### src/rtl/usb_ohci_dma_addr_ext.sv
// Extends the OHCI 32b DMA address space with a Regbus-programmable upper window.
// Window updates wait until every in-flight AW/AR burst has completed.
package usb_ohci_dma_addr_ext_pkg;
  localparam int unsigned IdW      = 4;
  localparam int unsigned SlvAddrW = 32;
  localparam int unsigned MstAddrW = 64;
  localparam int unsigned DataW    = 32;
  localparam int unsigned StrbW    = DataW / 8;

  typedef struct packed {
    logic [IdW-1:0]      id;
    logic [SlvAddrW-1:0] addr;
    logic [7:0]          len;
    logic [2:0]          size;
    logic [1:0]          burst;
  } slv_ax_t;

  typedef struct packed {
    logic [IdW-1:0]      id;
    logic [MstAddrW-1:0] addr;
    logic [7:0]          len;
    logic [2:0]          size;
    logic [1:0]          burst;
  } mst_ax_t;

  typedef struct packed {
    logic [DataW-1:0] data;
    logic [StrbW-1:0] strb;
    logic             last;
  } w_chan_t;

  typedef struct packed {
    logic [IdW-1:0] id;
    logic [1:0]     resp;
  } b_chan_t;

  typedef struct packed {
    logic [IdW-1:0]   id;
    logic [DataW-1:0] data;
    logic [1:0]       resp;
    logic             last;
  } r_chan_t;

  typedef struct packed {
    slv_ax_t aw;
    logic    aw_valid;
    w_chan_t w;
    logic    w_valid;
    logic    b_ready;
    slv_ax_t ar;
    logic    ar_valid;
    logic    r_ready;
  } slv_req_t;

  typedef struct packed {
    mst_ax_t aw;
    logic    aw_valid;
    w_chan_t w;
    logic    w_valid;
    logic    b_ready;
    mst_ax_t ar;
    logic    ar_valid;
    logic    r_ready;
  } mst_req_t;

  typedef struct packed {
    logic    aw_ready;
    logic    ar_ready;
    logic    w_ready;
    b_chan_t b;
    logic    b_valid;
    r_chan_t r;
    logic    r_valid;
  } axi_rsp_t;

  typedef struct packed {
    logic [31:0] addr;
    logic        write;
    logic [31:0] wdata;
    logic [3:0]  wstrb;
    logic        valid;
  } reg_req_t;

  typedef struct packed {
    logic [31:0] rdata;
    logic        error;
    logic        ready;
  } reg_rsp_t;
endpackage

module usb_ohci_dma_addr_ext #(
  parameter int unsigned                  AxiAddrWidth = 64,
  parameter int unsigned                  MaxTxns      = 8,
  parameter logic [AxiAddrWidth-33:0]     RstHigh      = '0,
  parameter type reg_req_t = usb_ohci_dma_addr_ext_pkg::reg_req_t,
  parameter type reg_rsp_t = usb_ohci_dma_addr_ext_pkg::reg_rsp_t,
  parameter type slv_req_t = usb_ohci_dma_addr_ext_pkg::slv_req_t,
  parameter type slv_rsp_t = usb_ohci_dma_addr_ext_pkg::axi_rsp_t,
  parameter type mst_req_t = usb_ohci_dma_addr_ext_pkg::mst_req_t,
  parameter type mst_rsp_t = usb_ohci_dma_addr_ext_pkg::axi_rsp_t
) (
  input  logic     clk_i,
  input  logic     rst_ni,
  input  reg_req_t reg_req_i,
  output reg_rsp_t reg_rsp_o,
  input  slv_req_t slv_req_i,
  output slv_rsp_t slv_rsp_o,
  output mst_req_t mst_req_o,
  input  mst_rsp_t mst_rsp_i
);
  localparam int unsigned HighW = AxiAddrWidth - 32;
  localparam int unsigned CntW  = $clog2(MaxTxns + 1);

  typedef enum logic [1:0] {IDLE, DRAIN, UPDATE} state_e;

  state_e            state_q, state_d;
  logic              en_q, en_d;
  logic [HighW-1:0]  high_q, high_d;
  logic              sel_high_q, sel_high_d;
  logic [31:0]       wdata_q, wdata_d;
  logic [CntW-1:0]   aw_cnt_q, aw_cnt_d;
  logic [CntW-1:0]   ar_cnt_q, ar_cnt_d;

  logic aw_block, ar_block;
  logic aw_hs, ar_hs, b_hs, r_last_hs;
  logic aw_pend, ar_pend;
  logic is_ctrl, is_high, is_stat;
  logic [HighW-1:0] win;

  logic unused_ok;
  assign unused_ok = ^{reg_req_i.addr[31:4], reg_req_i.wstrb};

  // Channel gating: blocked while full, while a window change is in progress, or in reset.
  assign aw_block = !rst_ni || (state_q != IDLE) || (aw_cnt_q == CntW'(MaxTxns));
  assign ar_block = !rst_ni || (state_q != IDLE) || (ar_cnt_q == CntW'(MaxTxns));

  assign aw_hs     = slv_req_i.aw_valid && !aw_block && mst_rsp_i.aw_ready;
  assign ar_hs     = slv_req_i.ar_valid && !ar_block && mst_rsp_i.ar_ready;
  assign b_hs      = rst_ni && mst_rsp_i.b_valid && slv_req_i.b_ready;
  assign r_last_hs = rst_ni && mst_rsp_i.r_valid && slv_req_i.r_ready && mst_rsp_i.r.last;
  assign aw_pend   = slv_req_i.aw_valid && !aw_block && !mst_rsp_i.aw_ready;
  assign ar_pend   = slv_req_i.ar_valid && !ar_block && !mst_rsp_i.ar_ready;

  assign win = en_q ? high_q : {HighW{1'b0}};

  always_comb begin
    mst_req_o          = '0;
    mst_req_o.aw.id    = slv_req_i.aw.id;
    mst_req_o.aw.addr  = {win, slv_req_i.aw.addr};
    mst_req_o.aw.len   = slv_req_i.aw.len;
    mst_req_o.aw.size  = slv_req_i.aw.size;
    mst_req_o.aw.burst = slv_req_i.aw.burst;
    mst_req_o.aw_valid = slv_req_i.aw_valid && !aw_block;
    mst_req_o.w        = slv_req_i.w;
    mst_req_o.w_valid  = slv_req_i.w_valid && rst_ni;
    mst_req_o.b_ready  = slv_req_i.b_ready && rst_ni;
    mst_req_o.ar.id    = slv_req_i.ar.id;
    mst_req_o.ar.addr  = {win, slv_req_i.ar.addr};
    mst_req_o.ar.len   = slv_req_i.ar.len;
    mst_req_o.ar.size  = slv_req_i.ar.size;
    mst_req_o.ar.burst = slv_req_i.ar.burst;
    mst_req_o.ar_valid = slv_req_i.ar_valid && !ar_block;
    mst_req_o.r_ready  = slv_req_i.r_ready && rst_ni;

    slv_rsp_o          = mst_rsp_i;
    slv_rsp_o.aw_ready = mst_rsp_i.aw_ready && !aw_block;
    slv_rsp_o.ar_ready = mst_rsp_i.ar_ready && !ar_block;
    slv_rsp_o.w_ready  = mst_rsp_i.w_ready && rst_ni;
    slv_rsp_o.b_valid  = mst_rsp_i.b_valid && rst_ni;
    slv_rsp_o.r_valid  = mst_rsp_i.r_valid && rst_ni;
  end

  // Outstanding counters; a simultaneous request and response cancel out.
  always_comb begin
    aw_cnt_d = aw_cnt_q;
    ar_cnt_d = ar_cnt_q;
    if (aw_hs && !b_hs) begin
      aw_cnt_d = aw_cnt_q + CntW'(1);
    end else if (!aw_hs && b_hs && (aw_cnt_q != '0)) begin
      aw_cnt_d = aw_cnt_q - CntW'(1);
    end
    if (ar_hs && !r_last_hs) begin
      ar_cnt_d = ar_cnt_q + CntW'(1);
    end else if (!ar_hs && r_last_hs && (ar_cnt_q != '0)) begin
      ar_cnt_d = ar_cnt_q - CntW'(1);
    end
  end

  assign is_ctrl = (reg_req_i.addr[3:0] == 4'h0);
  assign is_high = (reg_req_i.addr[3:0] == 4'h4);
  assign is_stat = (reg_req_i.addr[3:0] == 4'h8);

  // Register access FSM; writes drain outstanding bursts before committing.
  always_comb begin
    state_d    = state_q;
    en_d       = en_q;
    high_d     = high_q;
    sel_high_d = sel_high_q;
    wdata_d    = wdata_q;
    reg_rsp_o  = '0;
    if (rst_ni) begin
      case (state_q)
        IDLE: begin
          if (reg_req_i.valid) begin
            if (!reg_req_i.write) begin
              reg_rsp_o.ready = 1'b1;
              if (is_ctrl) begin
                reg_rsp_o.rdata = {31'd0, en_q};
              end else if (is_high) begin
                reg_rsp_o.rdata = 32'(high_q);
              end else if (is_stat) begin
                reg_rsp_o.rdata = {16'd0, 8'(ar_cnt_q), 8'(aw_cnt_q)};
              end else begin
                reg_rsp_o.error = 1'b1;
              end
            end else if (!(is_ctrl || is_high)) begin
              reg_rsp_o.ready = 1'b1;
              reg_rsp_o.error = 1'b1;
            end else if (!aw_pend && !ar_pend) begin
              sel_high_d = is_high;
              wdata_d    = reg_req_i.wdata;
              state_d    = DRAIN;
            end
          end
        end
        DRAIN: begin
          if ((aw_cnt_q == '0) && (ar_cnt_q == '0)) begin
            state_d = UPDATE;
          end
        end
        UPDATE: begin
          reg_rsp_o.ready = 1'b1;
          if (sel_high_q) begin
            high_d = wdata_q[HighW-1:0];
          end else begin
            en_d = wdata_q[0];
          end
          state_d = IDLE;
        end
        default: state_d = IDLE;
      endcase
    end
  end

  always_ff @(posedge clk_i or negedge rst_ni) begin
    if (!rst_ni) begin
      state_q    <= IDLE;
      en_q       <= 1'b0;
      high_q     <= RstHigh;
      sel_high_q <= 1'b0;
      wdata_q    <= '0;
      aw_cnt_q   <= '0;
      ar_cnt_q   <= '0;
    end else begin
      state_q    <= state_d;
      en_q       <= en_d;
      high_q     <= high_d;
      sel_high_q <= sel_high_d;
      wdata_q    <= wdata_d;
      aw_cnt_q   <= aw_cnt_d;
      ar_cnt_q   <= ar_cnt_d;
    end
  end

  // A response with nothing outstanding is an upstream protocol violation.
  assert property (@(posedge clk_i) disable iff (!rst_ni) !(b_hs && !aw_hs && (aw_cnt_q == '0)))
    else $error("B response with no outstanding AW");
  assert property (@(posedge clk_i) disable iff (!rst_ni) !(r_last_hs && !ar_hs && (ar_cnt_q == '0)))
    else $error("R last with no outstanding AR");
endmodule

### config.mk
export PLATFORM = sky130hd
export DESIGN_NAME = usb_ohci_dma_addr_ext
export DESIGN_NICKNAME = d
export VERILOG_FILES = /design/src/rtl/usb_ohci_dma_addr_ext.sv
export SDC_FILE = /design/constraint.sdc
export NUM_CORES = 1
export LEC_CHECK = 0
export CORE_AREA = 4 4 211 213
export DETAILED_ROUTE_END_ITERATION = 8
export DIE_AREA = 0 0 215 217
export GPL_TIMING_DRIVEN = 0
export SYNTH_ARGS = -nofsm -noshare
export SYNTH_HDL_FRONTEND = slang
export SYNTH_SLANG_ARGS = --single-unit
export TNS_END_PERCENT = 100
### constraint.sdc
create_clock -name clk_i -period 2.9 [get_ports clk_i]
set_input_delay 0.725 -clock clk_i [delete_from_list [all_inputs] [get_ports clk_i]]
set_output_delay 0.725 -clock clk_i [all_outputs]
set_load 0.02 [all_outputs]
After elaboration in Yosys (flattened, before gate mapping)
Cells that the tools add are included.

Add/subtract/negate cells: 4. Eq/ne operators: 11. Multiplexer cells: 24. Bitwise operators: 1. Reduce and logical (&&, ||, !) cells: 53.

Operators with widths (number): 32-bit 2-to-1 mux (4); 34-bit 2-to-1 mux (2); 33-bit 2-to-1 mux (1); 1-bit logical AND (25); 4-bit 2-to-1 mux (4); 2-bit 2-to-1 mux (7); 4-bit == test, second input constant (3); 4-bit logical NOT (3); 12-bit 2-to-1 mux (1); 6-bit AND reduction (2); 1-bit logical NOT (11); 2-bit inequality test, second input constant (5); 4-bit by 1-bit adder with 4-bit output, second input constant (2); 4-bit nonzero test (2); 4-bit by 1-bit subtractor with 4-bit output, second input constant (2); 3-bit AND reduction (2); 2-bit nonzero test (3); 4-bit by 3-bit == test with 1-bit output, second input constant (1); 1-bit logical OR (4); 2-bit case mux with 2 select lines (1); 1-bit 2-to-1 mux (3); 2-bit by 1-bit == test with 1-bit output, second input constant (1); 2-bit == test, second input constant (1); 2-bit logical NOT (1); 2 further kinds (2).

Register bits: 76. Word-level logic and storage cells: 100.

Logic depth before layout (Yosys ltp)
Gate-level depths: netlist (run 1).

Depth in word-level cells: 13. Gate-level depth with buffers: 9. Depth with buffers taken out: 8.

Worst setup path before layout (run 1)
OpenSTA, ideal clock, no wires.

Path type: input -> output. Start: input rst_ni. End: output reg_rsp_o[2] (netlist name). Arrival time: 2.247 ns. Data required time: 2.175 ns. Setup slack: -0.072 ns. Cell stages on the path: 5. Cells stage by stage: or4bb_1 nor2_1 clkbuf_1 nand2_1 nor3_1.

RTL lines: start: declaration (line 103) `input logic rst_ni,`; end: declaration (line 105) `output reg_rsp_t reg_rsp_o,`.

==> results of run 1 <==
==> repair_timing <==
item,4_1_cts,5_1_grt
setup buffers,15,7
gates cloned,3,0
endpoints found under the setup margin,127,42
gates resized for setup,261,29
pin swaps,14,8
==> cells in the mapped netlist (all sizes together) (2+ instances only) <==
master / instances / area, um2
and3: 26 / 163
fa: 2 / 40.0
nor2: 9 / 33.8
xor2: 2 / 17.5
mux2: 70 / 863
o21ai: 2 / 10.0
inv: 5 / 18.8
or4b: 2 / 20.0
dfrtp: 76 / 1900
a221oi: 3 / 43.8
nor3: 5 / 25.0
a211oi: 4 / 30.0
buf: 216 / 1630
nand3: 5 / 25.0
a21o: 2 / 15.0
nand4: 2 / 12.5
a22oi: 7 / 52.6
nand2: 5 / 18.8
a21oi: 4 / 20.0
clkbuf: 14 / 52.6
and2: 41 / 257
xnor2: 3 / 26.3
nor4: 4 / 25.0
ha: 4 / 50.1
==> power by group <==
part           switching (uW)  leakage (uW)  internal, uW
Clock                     492      0.000160           787
Sequential                247       0.00100          1360
Combinational             730       0.00354           999
Total                    1470       0.00470          3140
==> worst max-delay path, cell delays in order (launching register included) <==
cell,delay [ps]
dfrtp_1,400
buf_6,120
or4bb_4,570
nor2_4,130
buf_12,140
buf_4,110
buf_6,110
and3_4,180
buf_6,110
==> kinds of logic after synthesis <==
group / count (synthesis) / share of synthesized area [%]
adders and majority gates: 6 / 1.63
DFF: 76 / 34.3
buffers and inverters: 235 / 30.7
AOI/OAI and AO/OA: 32 / 4.61
muxes: 71 / 15.8
and+or+nand+nor: 110 / 12.1
xor gates and xnor gates: 5 / 0.791
==> stage by stage <==
| step | total power [uW] | util, % | setup TNS, ps |
|---|---|---|---|
| 2_1_floorplan | 2560 | - | 0 |
| 5_1_grt | 4880 | 24.6 | -2540 |
| 4_1_cts | 4640 | 24.2 | -1120 |
| 3_3_place_gp | 3170 | 22.5 | -581870 |
| 6_report | 4610 | 24.6 | -374 |
| 3_5_place_dp | 3220 | 22.6 | -82810 |
==> worst max path at each step <==
stage / to / slack, ps / cells past startpoint
6_report: reg_rsp_o[15] / -50 / 8
2_1_floorplan: reg_rsp_o[2] / 90 / 5
5_1_grt: reg_rsp_o[13] / -160 / 7
3_3_place_gp: reg_rsp_o[12] / -4910 / 6
3_5_place_dp: reg_rsp_o[2] / -1830 / 7
4_1_cts: reg_rsp_o[2] / -130 / 8
==> flip-flops by register name (all words and copies together), names as in the netlist <==
signal,cells
ar_cnt_q,4
en_q,1
sel_high_q,1
aw_cnt_q,4
high_q,32
wdata_q,32
state_q,2
==> metal layers <==
layer,global-route usage [%],vias to the layer above
met5,0,-
met4,2.17,0
met3,4.47,23
met2,22.1,288
met1,13.1,2497
li1,-,2343
==> layout make-up <==
type	count	area (um2)	area share, %
well taps	546	683	6.51
inverters	5	18.8	0.179
flip-flops and latches	76	1910	18.2
diodes	1	2.50	0.0238
clock buffers	10	239	2.28
plain buffers	229	1730	16.5
repair buffers	363	3670	34.9
clock inverters	6	93.8	0.894
multi-input cells	224	2160	20.6
==> results.yml, run 1 <==
sta:
  hold_slack_ps: 312
  skew_ps: 10.3
  relSlewSlack_pct: 51.8
  drv_slew: 0
  timing.final.ws_setup_ps: -45.1
  worstMarginPinSlew_ps: 723
  period_share_pct: 102
  setup_viol: 13
  period_minus_slack_ps: 2950
  rsz0062_at_grt: "yes"
  fmax_mhz: 340
  hold_viol: 0
synth:
  synthesis.area_mm2: 0.00554
  syn_inst: 535
  synth.avg_cell_area_um2: 10.4
  seq_area_frac_synth_pct: 34.3
  synth-edff-count: 0
  synthDistinctLibCells: 51
  ys_ff_latch: 76
  syn_nets: 803
  synth_flop_cell: "dfrtp_1"
  ys_warn_count: 0
  synthArstFlopShare_pct: 100
critical_path:
  critPathLaunchType: "flip-flop"
  reg2reg_depth: 10
  crit_fanout: 6
  rr_endpoint: "aw_cnt_q[3]$_DFFE_PN0P_"
  worstSetupPathType: "flip-flop to primary output"
  cp_data_arrival_time_ps: 2220
  cp-startpoint: "state_q[0]$_DFFE_PN0P_"
  r2r_slack_ps: 210
  cp_data_required_time_ps: 2170
  worstSetupEndpointType: "primary output"
  r2r-start: "state_q[0]$_DFFE_PN0P_"
floorplan:
  pin_count: 550
  dieArea_mm2: 0.0467
  coreArea_mm2: 0.0427
  fp.dieW_um: 215
  die-height_um: 217
  rows: 76
  initial_core_util_pct: 13.0
clock_network:
  cts_root_buf: "clkbuf_16"
  cts_num_sinks: 76
  clock_latency_ps: 350
  clk_pin_slew_worst_paths_ps: 70
  cts_hold_buf: 0
  clockBufferDepth: 2
  htreeDepth: 3
  cts_buffers: 9
  cts_tree: "yes"
run_status:
  outcome: "finished with violations"
  violations: "negative setup slack"
drt:
  wl_met2_mm: 15.7
  highest_layer: "met4"
  wl_met1_mm: 11.0
  routed_wl_mm: 29.6
  vias_per_cell: 3.53
  wl_met3_mm: 2.61
  postRouteAntennaNets: 0
  num_vias: 5151
  first_pass_iters: 5
  drc: 0
  drt_iter0_markers: 148
  routedWlPerCell_um: 20.2
layout:
  layout_commonest_cell: "clkdlybuf4s50_1"
  final_cell_area_mm2: 0.0105
  layout-drive-gt1-share_pct: 44.7
  stdcell_count: 1460
  final_cell_mix: "clkdlybuf4s50_1 (292), buf_4 (241), dfrtp_1 (73)"
  syn_to_final_growth_pct: 89.6
  n_fill_cell: 4541
  final_nets: 1176
place:
  dp_cells: 1420
  place_ws_ps: -1830
  portBuffers: 338
  gp_congestion: 0.821
  postPlaceCellArea_mm2: 0.00965
  place_hpwl_mm: 24.9
power_and_ir_drop:
  ir_worst_vdd_uv: 261
  power_leakage_uw: 0.00470
  powerDensity_mw_per_mm2: 440
grt:
  grt_pass1_wl_mm: 40.2
  track_usage_pct: 11.9
  first_global_vias: 5537
  grt_antenna_before_repair: 4
  overflow: 0
  grt_start_max_net_pins: 55
worst_hold_path:
  worstHoldPathType: "primary input to async pin"
job:
  max_cap_violations: 0
No activity file was read; power rests on OpenSTA's default activity.
==> inputs of run 2 (changes only) <==
- GPL_ROUTABILITY_DRIVEN: not set -> 0
==> results of run 2 <==
The final DEF is identical to that of run 1; final timing and power are the same.
